**src/rtl/ex_mem_stage_pkg.sv**
```systemverilog
// Shared constants for the EX/MEM pipeline register: ALU op codes and NZCV bit positions.
package ex_mem_stage_pkg;

    localparam logic [2:0] AluPassB = 3'b000;
    localparam logic [2:0] AluAdd   = 3'b010;
    localparam logic [2:0] AluSub   = 3'b011;
    localparam logic [2:0] AluAnd   = 3'b100;
    localparam logic [2:0] AluOr    = 3'b101;
    localparam logic [2:0] AluXor   = 3'b110;

    localparam int unsigned FlagN = 3;
    localparam int unsigned FlagZ = 2;
    localparam int unsigned FlagC = 1;
    localparam int unsigned FlagV = 0;

    // Only add/sub produce meaningful carry and overflow.
    function automatic logic is_arith(input logic [2:0] cntrl);
        return (cntrl == AluAdd) || (cntrl == AluSub);
    endfunction

endpackage

```
**src/rtl/ex_mem_stage_flag_gen.sv**
```systemverilog
// Computes the candidate NZCV value from the current ALU result and status bits.
module ex_mem_stage_flag_gen
    import ex_mem_stage_pkg::*;
#(
    parameter int unsigned WIDTH = 64
) (
    input  logic [WIDTH-1:0] result_i,
    input  logic [2:0]       cntrl_i,
    input  logic             carry_i,
    input  logic             ovf_i,
    output logic [3:0]       nzcv_o
);

    // N/Z from the result, C/V passed through only for add/sub.
    always_comb begin
        nzcv_o        = 4'b0000;
        nzcv_o[FlagN] = result_i[WIDTH-1];
        nzcv_o[FlagZ] = (result_i == '0);
        nzcv_o[FlagC] = is_arith(cntrl_i) ? carry_i : 1'b0;
        nzcv_o[FlagV] = is_arith(cntrl_i) ? ovf_i : 1'b0;
    end

endmodule

```
**src/rtl/ex_mem_stage.sv**
```systemverilog
// EX/MEM pipeline register with NZCV flag register and retired-op counter.
// Optional macro EX_FLAG_BYPASS_EN: forward pending flag update onto flags_nzcv combinationally.
module ex_mem_stage
    import ex_mem_stage_pkg::*;
#(
    parameter int unsigned WIDTH = 64,
    parameter int unsigned CNT_W = 32
) (
    input  logic             clk,
    input  logic             reset,
    input  logic             in_valid,
    input  logic [WIDTH-1:0] in_result,
    input  logic [2:0]       in_cntrl,
    input  logic             in_carry,
    input  logic             in_ovf,
    input  logic             in_setflags,
    input  logic [4:0]       in_rd,
    input  logic             in_regwrite,
    input  logic             in_memread,
    input  logic             in_memwrite,
    input  logic [WIDTH-1:0] in_wdata,
    input  logic             stall,
    input  logic             flush,
    output logic             out_valid,
    output logic             out_regwrite,
    output logic             out_memread,
    output logic             out_memwrite,
    output logic [WIDTH-1:0] out_result,
    output logic [WIDTH-1:0] out_wdata,
    output logic [4:0]       out_rd,
    output logic [3:0]       flags_nzcv,
    output logic             zero_now,
    output logic [CNT_W-1:0] retired_cnt
);

    logic             valid_q, valid_d;
    logic             regwrite_q, regwrite_d;
    logic             memread_q, memread_d;
    logic             memwrite_q, memwrite_d;
    logic [WIDTH-1:0] result_q, result_d;
    logic [WIDTH-1:0] wdata_q, wdata_d;
    logic [4:0]       rd_q, rd_d;
    logic [3:0]       flags_q, flags_d;
    logic [CNT_W-1:0] cnt_q, cnt_d;

    logic       capture;
    logic       flag_upd;
    logic [3:0] flags_new;

    assign capture  = !flush && !stall;
    assign flag_upd = capture && in_valid && in_setflags;

    ex_mem_stage_flag_gen #(
        .WIDTH (WIDTH)
    ) flag_gen (
        .result_i (in_result),
        .cntrl_i  (in_cntrl),
        .carry_i  (in_carry),
        .ovf_i    (in_ovf),
        .nzcv_o   (flags_new)
    );

    // Next-state: flush clears control only, stall holds everything, else capture.
    always_comb begin
        valid_d    = valid_q;
        regwrite_d = regwrite_q;
        memread_d  = memread_q;
        memwrite_d = memwrite_q;
        result_d   = result_q;
        wdata_d    = wdata_q;
        rd_d       = rd_q;
        flags_d    = flags_q;
        cnt_d      = cnt_q;
        if (flush) begin
            valid_d    = 1'b0;
            regwrite_d = 1'b0;
            memread_d  = 1'b0;
            memwrite_d = 1'b0;
        end else if (!stall) begin
            valid_d    = in_valid;
            regwrite_d = in_regwrite && in_valid;
            memread_d  = in_memread && in_valid;
            memwrite_d = in_memwrite && in_valid;
            result_d   = in_result;
            wdata_d    = in_wdata;
            rd_d       = in_rd;
            if (in_valid) begin
                cnt_d = cnt_q + {{(CNT_W-1){1'b0}}, 1'b1};
            end
            if (flag_upd) begin
                flags_d = flags_new;
            end
        end
    end

    // Stage registers, cleared asynchronously by reset.
    always_ff @(posedge clk or posedge reset) begin
        if (reset) begin
            valid_q    <= 1'b0;
            regwrite_q <= 1'b0;
            memread_q  <= 1'b0;
            memwrite_q <= 1'b0;
            result_q   <= '0;
            wdata_q    <= '0;
            rd_q       <= '0;
            flags_q    <= '0;
            cnt_q      <= '0;
        end else begin
            valid_q    <= valid_d;
            regwrite_q <= regwrite_d;
            memread_q  <= memread_d;
            memwrite_q <= memwrite_d;
            result_q   <= result_d;
            wdata_q    <= wdata_d;
            rd_q       <= rd_d;
            flags_q    <= flags_d;
            cnt_q      <= cnt_d;
        end
    end

    assign out_valid    = valid_q;
    assign out_regwrite = regwrite_q;
    assign out_memread  = memread_q;
    assign out_memwrite = memwrite_q;
    assign out_result   = result_q;
    assign out_wdata    = wdata_q;
    assign out_rd       = rd_q;
    assign retired_cnt  = cnt_q;
    assign zero_now     = (in_result == '0);

`ifdef EX_FLAG_BYPASS_EN
    // Reset wins over the bypass so flags read 0 while reset is held.
    assign flags_nzcv = (flag_upd && !reset) ? flags_new : flags_q;
`else
    assign flags_nzcv = flags_q;
`endif

endmodule

```
**config.mk**
```make
export PLATFORM = sky130hd
export DESIGN_NAME = ex_mem_stage
export DESIGN_NICKNAME = d
export VERILOG_FILES = /design/src/rtl/ex_mem_stage_pkg.sv /design/src/rtl/ex_mem_stage_flag_gen.sv /design/src/rtl/ex_mem_stage.sv
export SDC_FILE = /design/constraint.sdc
export NUM_CORES = 1
export LEC_CHECK = 0
export ABC_AREA = 1
export BUFFER_PORTS_ARGS = -buffer_cell sky130_fd_sc_hd__buf_2
export CORE_AREA = 2 2 123 125
export CTS_CLUSTER_DIAMETER = 200
export DETAILED_ROUTE_END_ITERATION = 6
export DIE_AREA = 0 0 125 127
export GPL_TIMING_DRIVEN = 1
export PLACE_DENSITY = 0.83
export SETUP_SLACK_MARGIN = 0.4
export SYNTH_ARGS = -nofsm -noshare
export SYNTH_HDL_FRONTEND = slang
export SYNTH_SLANG_ARGS = --single-unit
export TNS_END_PERCENT = 20
```
**constraint.sdc**
```tcl
create_clock -name clk -period 12.7 [get_ports clk]
set_input_delay 0 -clock clk [delete_from_list [all_inputs] [get_ports clk]]
set_output_delay 0 -clock clk [all_outputs]
set_load 0.005 [all_outputs]
```
Word-level counts from Yosys, hierarchy flattened
Index checks and enable logic that the tools add are counted.
{ "totals": {"regBits": 173, "latch_bits": 0, "mem_bits_rw": 0, "rom_bits": 0, "inputBits": 147, "output_inout_bits": 174, "word_cells": 38, "memories": 0} }
{ "classes": {"addsub": 1, "mul": 0, "div_mod_pow": 0, "n_lt_le_gt_ge": 0, "eq_ne": 3, "n_shift": 0, "n_mux": 10, "bitwise": 2, "n_reduce_logical": 13} }
{ "op_table": {"columns": ["operator", "n"], "rows": [
  ["$logic_not 64->1", 1],
  ["$add 32x1->32 const B", 1],
  ["$mux 1", 10],
  ["$eq 3x2->1 const B", 2],
  ["$logic_and 1x1->1", 6],
  ["$reduce_and 3->1", 2],
  ["$logic_not 1->1", 2],
  ["$ne 2x1->1 const B", 1],
  ["$not 1->1", 2],
  ["$reduce_and 2->1", 1],
  ["$logic_or 1x1->1", 1]
]} }

Depth between registers and ports, before layout
Gate-level depths: netlist (run 1).
{ "logic_depth": {"ltp_word": 5, "mapped_depth": 9, "ltp_nobuf": 9} }

Hierarchy
From an unflattened synthesis (run 1), not the netlist that was laid out.
{ "hier_totals": {"cells_unflattened": 944, "area_unflattened_um2": 7564.8} }
{ "by_module_without_submodules": {"columns": ["mod", "n_inst", "cells_per_inst", "area_each_um2", "seq_area_each_um2"], "rows": [
  ["ex_mem_stage", 1, 865, 7230.7, 4329.2],
  ["ex_mem_stage_flag_gen", 1, 79, 334.1, 0.0]
]} }

Worst setup path after synthesis (run 1)
OpenSTA, ideal clock, no wires.
{ "synth_timing": {"kind": "reg2reg", "start": "register cnt_q[0] (netlist: retired_cnt[0])", "end": "register cnt_q[22] (netlist: retired_cnt[22])", "setup_time_ps": 117, "arrival_time_ps": 1231, "required_time_ps": 12583, "slack_ps": 11352, "stages_incl_launch_ff": 9, "cell_sequence": "dfrtp_1 > ha_1 > inv_1 > nor2_1 > nand3_1 > nor2_4 > nand3_1 > nand2_1 > nand2_1"} }
{ "synth_between": {"elab_chain_cells": 1} }
{ "synth_rtl": {"columns": ["element", "line_no", "rtl"], "rows": [
  ["start, declared", "ex_mem_stage.sv:44", "logic [CNT_W-1:0] cnt_q, cnt_d;"],
  ["start signal, assigned", "ex_mem_stage.sv:117", "cnt_q <= cnt_d;"],
  ["$add 32x1->32", "ex_mem_stage.sv:88", "cnt_d = cnt_q + {{(CNT_W-1){1'b0}}, 1'b1};"]
]} }
Every way passes these cells.
A chain may end at the register's enable or synchronous reset.

Final worst setup path (run 1)
{ "layout_timing": {"start": "input port stall", "end": "register flags_q[0] (netlist: flags_nzcv[0])"} }
{ "layout_between": {"elab_chain_cells": 5} }
{ "layout_rtl": {"columns": ["element", "line_no", "rtl"], "rows": [
  ["start, declared", "ex_mem_stage.sv:22", "input logic stall,"],
  ["$logic_not 1->1", null, null],
  ["$logic_and 1x1->1", "ex_mem_stage.sv:50", "assign capture = !flush && !stall;"],
  ["$logic_and 1x1->1 (2 in a row)", "ex_mem_stage.sv:51", "assign flag_upd = capture && in_valid && in_setflags;"],
  ["$reduce_and 3->1 (no source line) *", null, null],
  ["end signal, assigned", "ex_mem_stage.sv:116", "flags_q <= flags_d;"],
  ["end, declared", "ex_mem_stage.sv:43", "logic [3:0] flags_q, flags_d;"]
]} }
Every way passes the cells marked *; elsewhere a longest branch is shown, timed or not.

==> PnR_summary.wiki, run 1 <==
{| class="wikitable"
! Metric !! Value
|-
| CTS sink cnt || ~170
|-
| CP endpoint kind || flip-flop
|-
| Worst ir drop on vdd || 0.00009236 V
|-
| Clock latency at the later pin of the worst-skew pair || approximately 420 ps
|-
| Post-Layout Cell Count || about 1500
|-
| Number of buffers inserted by hold repair at cts || ~150
|-
| HPWL after DPL || around 15000 um
|-
| Crit path launch type || input port
|-
| Endpoint required time on the critical path || about 13000 ps
|-
| Placer Congestion || between 0.8 and 0.9
|-
| Port bufs || 319
|-
| Number of instances in the synthesized netlist || a little under 900
|-
| Register bit total from synthesis || around 170
|-
| Max-cap violations || 0
|-
| DP Area || around 9000 um^2
|-
| Category of cells accounting for the largest share of critical-path delay || buffers and inverters
|-
| Number of top-level pins || 321
|-
| Cell with the biggest individual delay on the critical path || sky130_fd_sc_hd__dlygate4sd3_1
|-
| Origin of the critical flop-to-flop path || out_valid$_DFFE_PP0P_
|-
| Sequential fraction of the synthesis area || 0.5939
|-
| Reg clk slew, reported paths || approximately 70 ps
|-
| Total placed cells including tap cells || about 1400
|-
| Number of H-tree branching levels || 4
|-
| DIE WIDTH || between 100 and 150 um
|-
| Buffering stage count on the worst path with inverters included || 4
|-
| Largest net degree at the start of global routing || 99
|-
| Final setup fails || 0
|-
| Arrival @ worst endpoint || 2400 ps
|-
| 1st-iter DRT viols || 767
|-
| Hold WS || 254.8 ps
|-
| CTS Buf Count || 17
|-
| Register area || between 4000 and 5000 um^2
|-
| Leakage dissipation || around 6.2 nW
|-
| Count of final hold-check violations || 0
|-
| Relative slew slack || 0.3676
|-
| Type of the worst setup path || input port to flip-flop
|-
| Setup skew after layout || 8.561 ps
|-
| Hold/Removal Path Class || input port to flip-flop
|-
| Post-Route Setup TNS || 0 ps
|-
| Total DRC errors in the routed layout || 0
|-
| Final core utilization || 0.7677
|-
| Net count after synthesis || between 1000 and 1500
|-
| Startpoint of the worst hold path || flush
|-
| Total Routing Usage GR || 0.3337
|-
| Status || complete, no violations
|-
| Final total power || approximately 1.4 mW
|-
| Count of cell types in the netlist || 24
|-
| Max Buffers Root-to-Sink || 2
|-
| Post-route cell area || roughly 11000 um^2
|-
| Final cycle utilization of the critical path || 0.1666
|-
| WL/cell || roughly 17 um
|-
| Fill count || about 900
|-
| Post-CTS setup buffer count || 0
|-
| # nets final || 1497
|-
| Starting Density || 0.5054
|-
| Via total after detailed routing || between 8000 and 9000
|-
| Synth warn || 0
|-
| Initial antenna violation count || 0
|-
| Die ar. || roughly 16000 um^2
|-
| Vias in the first global route || just over 8000
|-
| Total standard cell area after synthesis || about 7300 um^2
|-
| Worst-Margin Slew || 948.6 ps
|-
| Height of the chip || roughly 130 um
|-
| Post-detailed-route via-to-cell ratio || 5.224
|-
| Power density normalized to cell area || ~130 nW/um^2
|-
| Setup repair after global routing missed its margin || no
|-
| Global-route wire length before repair || between 40000 and 50000 um
|-
| Number of slew-limit violations in the final report || 0
|-
| Total number of placement rows || between 40 and 50
|-
| Core Box Area || 14420 um^2
|-
| Largest fanout on the critical path || 54
|-
| Multi-input combinational cell area || about 2700 um^2
|-
| Timing-limited maximum frequency || about 470 MHz
|-
| Count of antenna-violating nets left after detailed routing || 0
|-
| Pre-CTS setup slack || approximately 11000 ps
|-
| Gates resized, CTS repair || 0
|-
| Minimum setup slack in the final design || 10580 ps
|-
| Ratio of cells with drive above 1 in the final layout || 0.2746
|-
| Synth-to-layout area growth || 51.90%
|-
| Total routed wirelength || approximately 27000 um
|-
| Most used cells in the layout excluding fill and tap cells || sky130_fd_sc_hd__nand2_1 (496), sky130_fd_sc_hd__buf_2 (319), sky130_fd_sc_hd__dfrtp_1 (173), sky130_fd_sc_hd__dlygate4sd3_1 (149), sky130_fd_sc_hd__nor2_1 (71)
|-
| Cell-by-cell listing of the critical path || dlygate4sd3_1 -> buf_2 -> nor2_4 -> buf_4 -> nand2_4 -> nor2_1 -> inv_1 -> nand2_1 -> o21ai_1
|-
| Tmin final || about 2100 ps
|-
| Clock tree from TritonCTS || done
|-
| Most frequent standard cell in the layout excluding fill and tap cells || sky130_fd_sc_hd__nand2_1
|-
| Root buffer cell || sky130_fd_sc_hd__clkbuf_16
|-
| # diodes || 0
|-
| Critical path origin || stall
|-
| 1st-pass router iterations || 6
|-
| Worst path max stage delay || 540 ps
|-
| Overflow after GRT || 0
|-
| Syn Area/Cell || 8.227 um^2
|}
==> report_power, final <==
part	total [mW]	internal (mW)	switching, mW	leakage (nW)
Clock	0.488	0.261	0.226	0.273
Sequential	0.658	0.613	0.0450	2.18
Combinational	0.256	0.119	0.137	3.74
Total	1.40	0.994	0.409	6.19
==> worst reg2reg max path: stages (launching register included) <==
cell and delay (ps):
sky130_fd_sc_hd__dfrtp_1 380, sky130_fd_sc_hd__nand3_1 80, sky130_fd_sc_hd__dlygate4sd3_1 560, sky130_fd_sc_hd__nand2_1 50, sky130_fd_sc_hd__dlygate4sd3_1 550
==> metal layers <==
metal	GRT usage	part of all wire	up-vias
li1	-	-	3616
met1	0.3699	0.34	3753
met2	0.5908	0.50	572
met3	0.07035	0.090	136
met4	0.2059	0.065	0
met5	0	0	-
==> worst paths after layout <==
path / slack [ps] / cells after the start / to
hold reg to reg: 470 / 2 / out_wdata[63]$_DFFE_PP0P_
max in group asynchronous: 10880 / 4 / out_result[52]$_DFFE_PP0P_
setup / recovery: 10580 / 9 / flags_nzcv[0]$_DFFE_PP0P_
setup reg to reg: 10960 / 4 / out_valid$_DFFE_PP0P_
hold / removal: 250 / 5 / out_wdata[61]$_DFFE_PP0P_
min in group asynchronous: 300 / 3 / out_wdata[33]$_DFFE_PP0P_
==> state kept, by name (all words and copies together), names as in the netlist <==
register / flops
out_valid: 1
out_rd: 5
out_result: 64
flags_nzcv: 4
out_memread: 1
out_regwrite: 1
out_memwrite: 1
retired_cnt: 32
out_wdata: 64
==> cells in the mapped netlist <==
master                     count  area share
sky130_fd_sc_hd__clkbuf_1     18      0.0093
sky130_fd_sc_hd__o21ai_0       4      0.0027
sky130_fd_sc_hd__xor2_1       12       0.014
sky130_fd_sc_hd__inv_2         2      0.0010
sky130_fd_sc_hd__and2_1        1     0.00086
sky130_fd_sc_hd__nand2_4       1      0.0015
sky130_fd_sc_hd__xnor2_1       6      0.0072
sky130_fd_sc_hd__nand3b_1      6      0.0062
sky130_fd_sc_hd__and3_1        1     0.00086
sky130_fd_sc_hd__dfrtp_1     173        0.59
sky130_fd_sc_hd__nor2_4        5      0.0077
sky130_fd_sc_hd__ha_1          1      0.0017
sky130_fd_sc_hd__o21ai_1       2      0.0014
sky130_fd_sc_hd__nor2_2        6      0.0051
sky130_fd_sc_hd__a32o_1        3      0.0041
sky130_fd_sc_hd__nor2_1       71       0.037
sky130_fd_sc_hd__nand2_2       3      0.0026
sky130_fd_sc_hd__nor3_2        1      0.0014
sky130_fd_sc_hd__nand4_1       7      0.0060
sky130_fd_sc_hd__nand3_1      20       0.014
sky130_fd_sc_hd__buf_2        10      0.0069
sky130_fd_sc_hd__nor3_1        2      0.0014
sky130_fd_sc_hd__inv_1        35       0.018
sky130_fd_sc_hd__nand2_1     496        0.26
==> cells by family after synthesis <==
logic type      Yosys count  share of synthesized area
xor+xnor                 18                    0.02163
fa+ha+maj                 1                   0.001716
buf+inv                  65                    0.03519
compound gates            9                   0.008239
flops                   173                     0.5939
simple gates            620                     0.3393
==> area by class of cell <==
cell class / instances / area share
sequential: 173 / 0.3910
clock inverter: 13 / 0.008136
timing repair buffer: 472 / 0.2816
multi-input combinational: 648 / 0.2446
inverter: 37 / 0.01299
clock buffer: 19 / 0.04090
tap: 184 / 0.02079
Power figures use the tool's default switching activity.
==> run 2: changes to the inputs <==
--- a/config.mk
+++ b/config.mk
@@ -7,12 +7,11 @@
 export LEC_CHECK = 0
 export ABC_AREA = 1
 export BUFFER_PORTS_ARGS = -buffer_cell sky130_fd_sc_hd__buf_2
-export CORE_AREA = 2 2 123 125
+export CORE_UTILIZATION = 48
 export CTS_CLUSTER_DIAMETER = 200
 export DETAILED_ROUTE_END_ITERATION = 6
-export DIE_AREA = 0 0 125 127
 export GPL_TIMING_DRIVEN = 1
-export PLACE_DENSITY = 0.83
+export PLACE_DENSITY = 0.8
 export SETUP_SLACK_MARGIN = 0.4
 export SYNTH_ARGS = -nofsm -noshare
 export SYNTH_HDL_FRONTEND = slang
==> constraint.sdc (replaced) <==
create_clock -name clk -period 2.11 [get_ports clk]
set_input_delay 0 -clock clk [delete_from_list [all_inputs] [get_ports clk]]
set_output_delay 0 -clock clk [all_outputs]
set_load 0.005 [all_outputs]
==> run 2 against run 1 <==
Compared with the run above:
- global-route usage increased by 0.36 points
- sequential power grew to 6.0 times the previous value
- critical path depth down 1
- wire length shrank 3.6%
- clock power rose to 6.8 times the previous value
- the flow now finishes with violations (DRC)
- worst hold slack gained 8.2 ps
- largest cell class unchanged
==> PnR_summary.wiki, run 2 (same netlist as run 1, synthesis figures left out) <==
{| class="wikitable"
! Metric !! Value
|-
| Minimum setup slack in the final design || between 400 and 500 ps
|-
| Termination of the worst setup path || flags_nzcv[3]$_DFFE_PP0P_
|-
| # diodes || 0
|-
| Port bufs || ~320
|-
| Total number of placement rows || 44
|-
| Combinational group share of total power || 0.174
|-
| Starting Density || 0.4959
|-
| Final setup fails || 0
|-
| Total routed wirelength || roughly 26000 um
|-
| Height of the chip || approximately 130 um
|-
| Reg clk slew, reported paths || roughly 70 ps
|-
| Initial antenna violation count || 0
|-
| Sequential fraction of design power || 0.450
|-
| Count of final hold-check violations || 0
|-
| Overflow after GRT || 0
|-
| Critical path origin || stall
|-
| Total Routing Usage GR || 0.3373
|-
| Type of the worst setup path || input port to flip-flop
|-
| Hold/Removal Path Class || input port to asynchronous set/reset pin
|-
| Worst ir drop on vdd || between 0.0005 and 0.0006 V
|-
| Fraction of power consumed by the clock network || 0.376
|-
| Die ar. || 15680 um^2
|-
| Synth-to-layout area growth || 53.64%
|-
| Cell with the biggest individual delay on the critical path || sky130_fd_sc_hd__dlygate4sd3_1
|-
| Fill count || ~930
|-
| 1st-iter DRT viols || between 600 and 700
|-
| Count of antenna-violating nets left after detailed routing || 0
|-
| Endpoint required time on the critical path || 2470 ps
|-
| Vias in the first global route || between 8000 and 9000
|-
| Post-CTS setup buffer count || 0
|-
| Placer Congestion || ~0.9
|-
| Cell-by-cell listing of the critical path || dlygate4sd3_1 -> buf_2 -> nor2_4 -> nand2_4 -> nor2_1 -> nand2_1 -> dlygate4sd3_1 -> nand2_1
|-
| Number of slew-limit violations in the final report || 0
|-
| Via total after detailed routing || roughly 7900
|-
| Post-Route Setup TNS || 0 ps
|-
| DIE WIDTH || 125.2 um
|-
| Max Buffers Root-to-Sink || 2
|-
| Violations in the final reports || DRC
|-
| Depth of the most critical reg-to-reg path || 8
|-
| Tmin final || roughly 1600 ps
|-
| Arrival @ worst endpoint || 1990 ps
|-
| Origin of the critical flop-to-flop path || retired_cnt[0]$_DFFE_PP0P_
|-
| Net switching power of the design || around 2.5 mW
|-
| Core Box Area || about 15000 um^2
|-
| Final total power || slightly below 9 mW
|-
| Category of cells accounting for the largest share of critical-path delay || buffers and inverters
|-
| Global-route wire length before repair || 41040 um
|-
| CP endpoint kind || flip-flop
|-
| Pre-CTS setup slack || approximately 660 ps
|-
| Switching fraction of total power || 0.2809
|-
| Relative slew slack || 0.5522
|-
| Int Pwr || between 6 and 7 mW
|-
| Status || complete, but fails checks
|-
| HPWL after DPL || 14040 um
|-
| Ratio of cells with drive above 1 in the final layout || 0.2737
|-
| Gates resized, CTS repair || 0
|-
| Number of buffers inserted by hold repair at cts || 150
|-
| Post-detailed-route via-to-cell ratio || roughly 5
|-
| Number of top-level pins || roughly 320
|-
| Clock tree from TritonCTS || done
|-
| Final cycle utilization of the critical path || 0.7734
|-
| Crit path launch type || input port
|-
| Largest net degree at the start of global routing || around 140
|-
| Buffering stage count on the worst path with inverters included || 3
|-
| Number of H-tree branching levels || 4
|-
| CTS Buf Count || 17
|-
| Levels on crit path || 8
|-
| 1st-pass router iterations || 7
|-
| Largest fanout on the critical path || 10
|-
| Leakage dissipation || approximately 6.2 nW
|-
| Most frequent standard cell in the layout excluding fill and tap cells || sky130_fd_sc_hd__nand2_1
|-
| Setup skew after layout || ~7 ps
|-
| Max-cap violations || 0
|-
| FF-to-FF End || retired_cnt[22]$_DFFE_PP0P_
|-
| Most used cells in the layout excluding fill and tap cells || sky130_fd_sc_hd__nand2_1 (496), sky130_fd_sc_hd__buf_2 (319), sky130_fd_sc_hd__dfrtp_1 (173), sky130_fd_sc_hd__dlygate4sd3_1 (150), sky130_fd_sc_hd__nor2_1 (71)
|-
| Worst path max stage delay || about 560 ps
|-
| WL/cell || around 17 um
|-
| Total DRC errors in the routed layout || 15
|-
| Clock latency at the later pin of the worst-skew pair || around 420 ps
|-
| # nets final || 1498
|-
| Worst R2R Setup Slack || roughly 620 ps
|-
| Root buffer cell || sky130_fd_sc_hd__clkbuf_16
|-
| Timing-limited maximum frequency || slightly above 600 MHz
|-
| Worst-Margin Slew || around 670 ps
|-
| Power density normalized to cell area || around 780 nW/um^2
|-
| CTS sink cnt || between 150 and 200
|-
| Setup repair after global routing missed its margin || no
|}
## run 2: cell types whose count changed in the layout (fill, tap and decap cells not counted)
cell,previous run,this run
sky130_fd_sc_hd__inv_8,0,1
sky130_fd_sc_hd__bufinv_16,0,3
sky130_fd_sc_hd__inv_6,4,5
sky130_fd_sc_hd__buf_12,0,4
sky130_fd_sc_hd__clkinv_2,6,2
sky130_fd_sc_hd__dlygate4sd3_1,149,150
sky130_fd_sc_hd__buf_4,4,0
sky130_fd_sc_hd__clkbuf_8,2,0
sky130_fd_sc_hd__clkbuf_1,0,1
## run 2: cell type report
type                    instances  area [um^2]  share of cell area
flip-flops and latches        173         4329              0.3865
repair buffers                473         3178              0.2838
multi-input cells             648         2709              0.2419
clock buffers                  18        429.2             0.03832
well taps                     184        230.2             0.02056
clock inverters                14        181.4             0.01620
inverters                      37        142.6             0.01274
## run 2: power by group through the flow
stage,Combinational [mW],Sequential (mW),Clock [mW]
floorplan,0.477,4.01,0
CTS,1.45,3.92,3.31
global route,1.67,3.99,3.47
detailed placement,1.24,3.97,0
finish,1.53,3.95,3.30
global placement,1.20,3.96,0
## run 2: layer usage
| layer | global-route usage | vias to the layer above | part of all wire |
|---|---|---|---|
| met5 | 0 | - | 0 |
| met4 | 0.2403 | 0 | 0.066 |
| met3 | 0.07617 | 130 | 0.070 |
| met2 | 0.5787 | 466 | 0.50 |
| met1 | 0.3717 | 3684 | 0.36 |
| li1 | - | 3628 | - |
## run 2: worst min-delay path by stage
| stage | cells past startpoint | startpoint | endpoint | slack (ps) |
|---|---|---|---|---|
| 5_1_grt | 4 | in_wdata[11] | out_wdata[11]$_DFFE_PP0P_ | 300 |
| 6_report | 4 | reset | out_result[11]$_DFFE_PP0P_ | 260 |
| 3_5_place_dp | 3 | reset | out_result[6]$_DFFE_PP0P_ | 170 |
| 2_1_floorplan | 2 | in_result[63] | flags_nzcv[3]$_DFFE_PP0P_ | 120 |
| 3_3_place_gp | 3 | reset | out_result[11]$_DFFE_PP0P_ | 160 |
| 4_1_cts | 4 | reset | out_result[4]$_DFFE_PP0P_ | 280 |
## run 2: worst min-delay path: cells and delay by family
family | cells | cell delay [ps]
buf+inv | 4 | 1090
## run 2: stage by stage
step	cells	area (um^2)	util	hold slack, ps
after floorplan	886	7293	-	116.6
after global placement	1365	9087	0.6182	160.8
after detailed placement	1365	9087	0.6182	170.4
after CTS	1547	11200	0.7619	277.6
after global routing	1547	11200	0.7619	302.0
final	1547	11200	0.7619	263.0
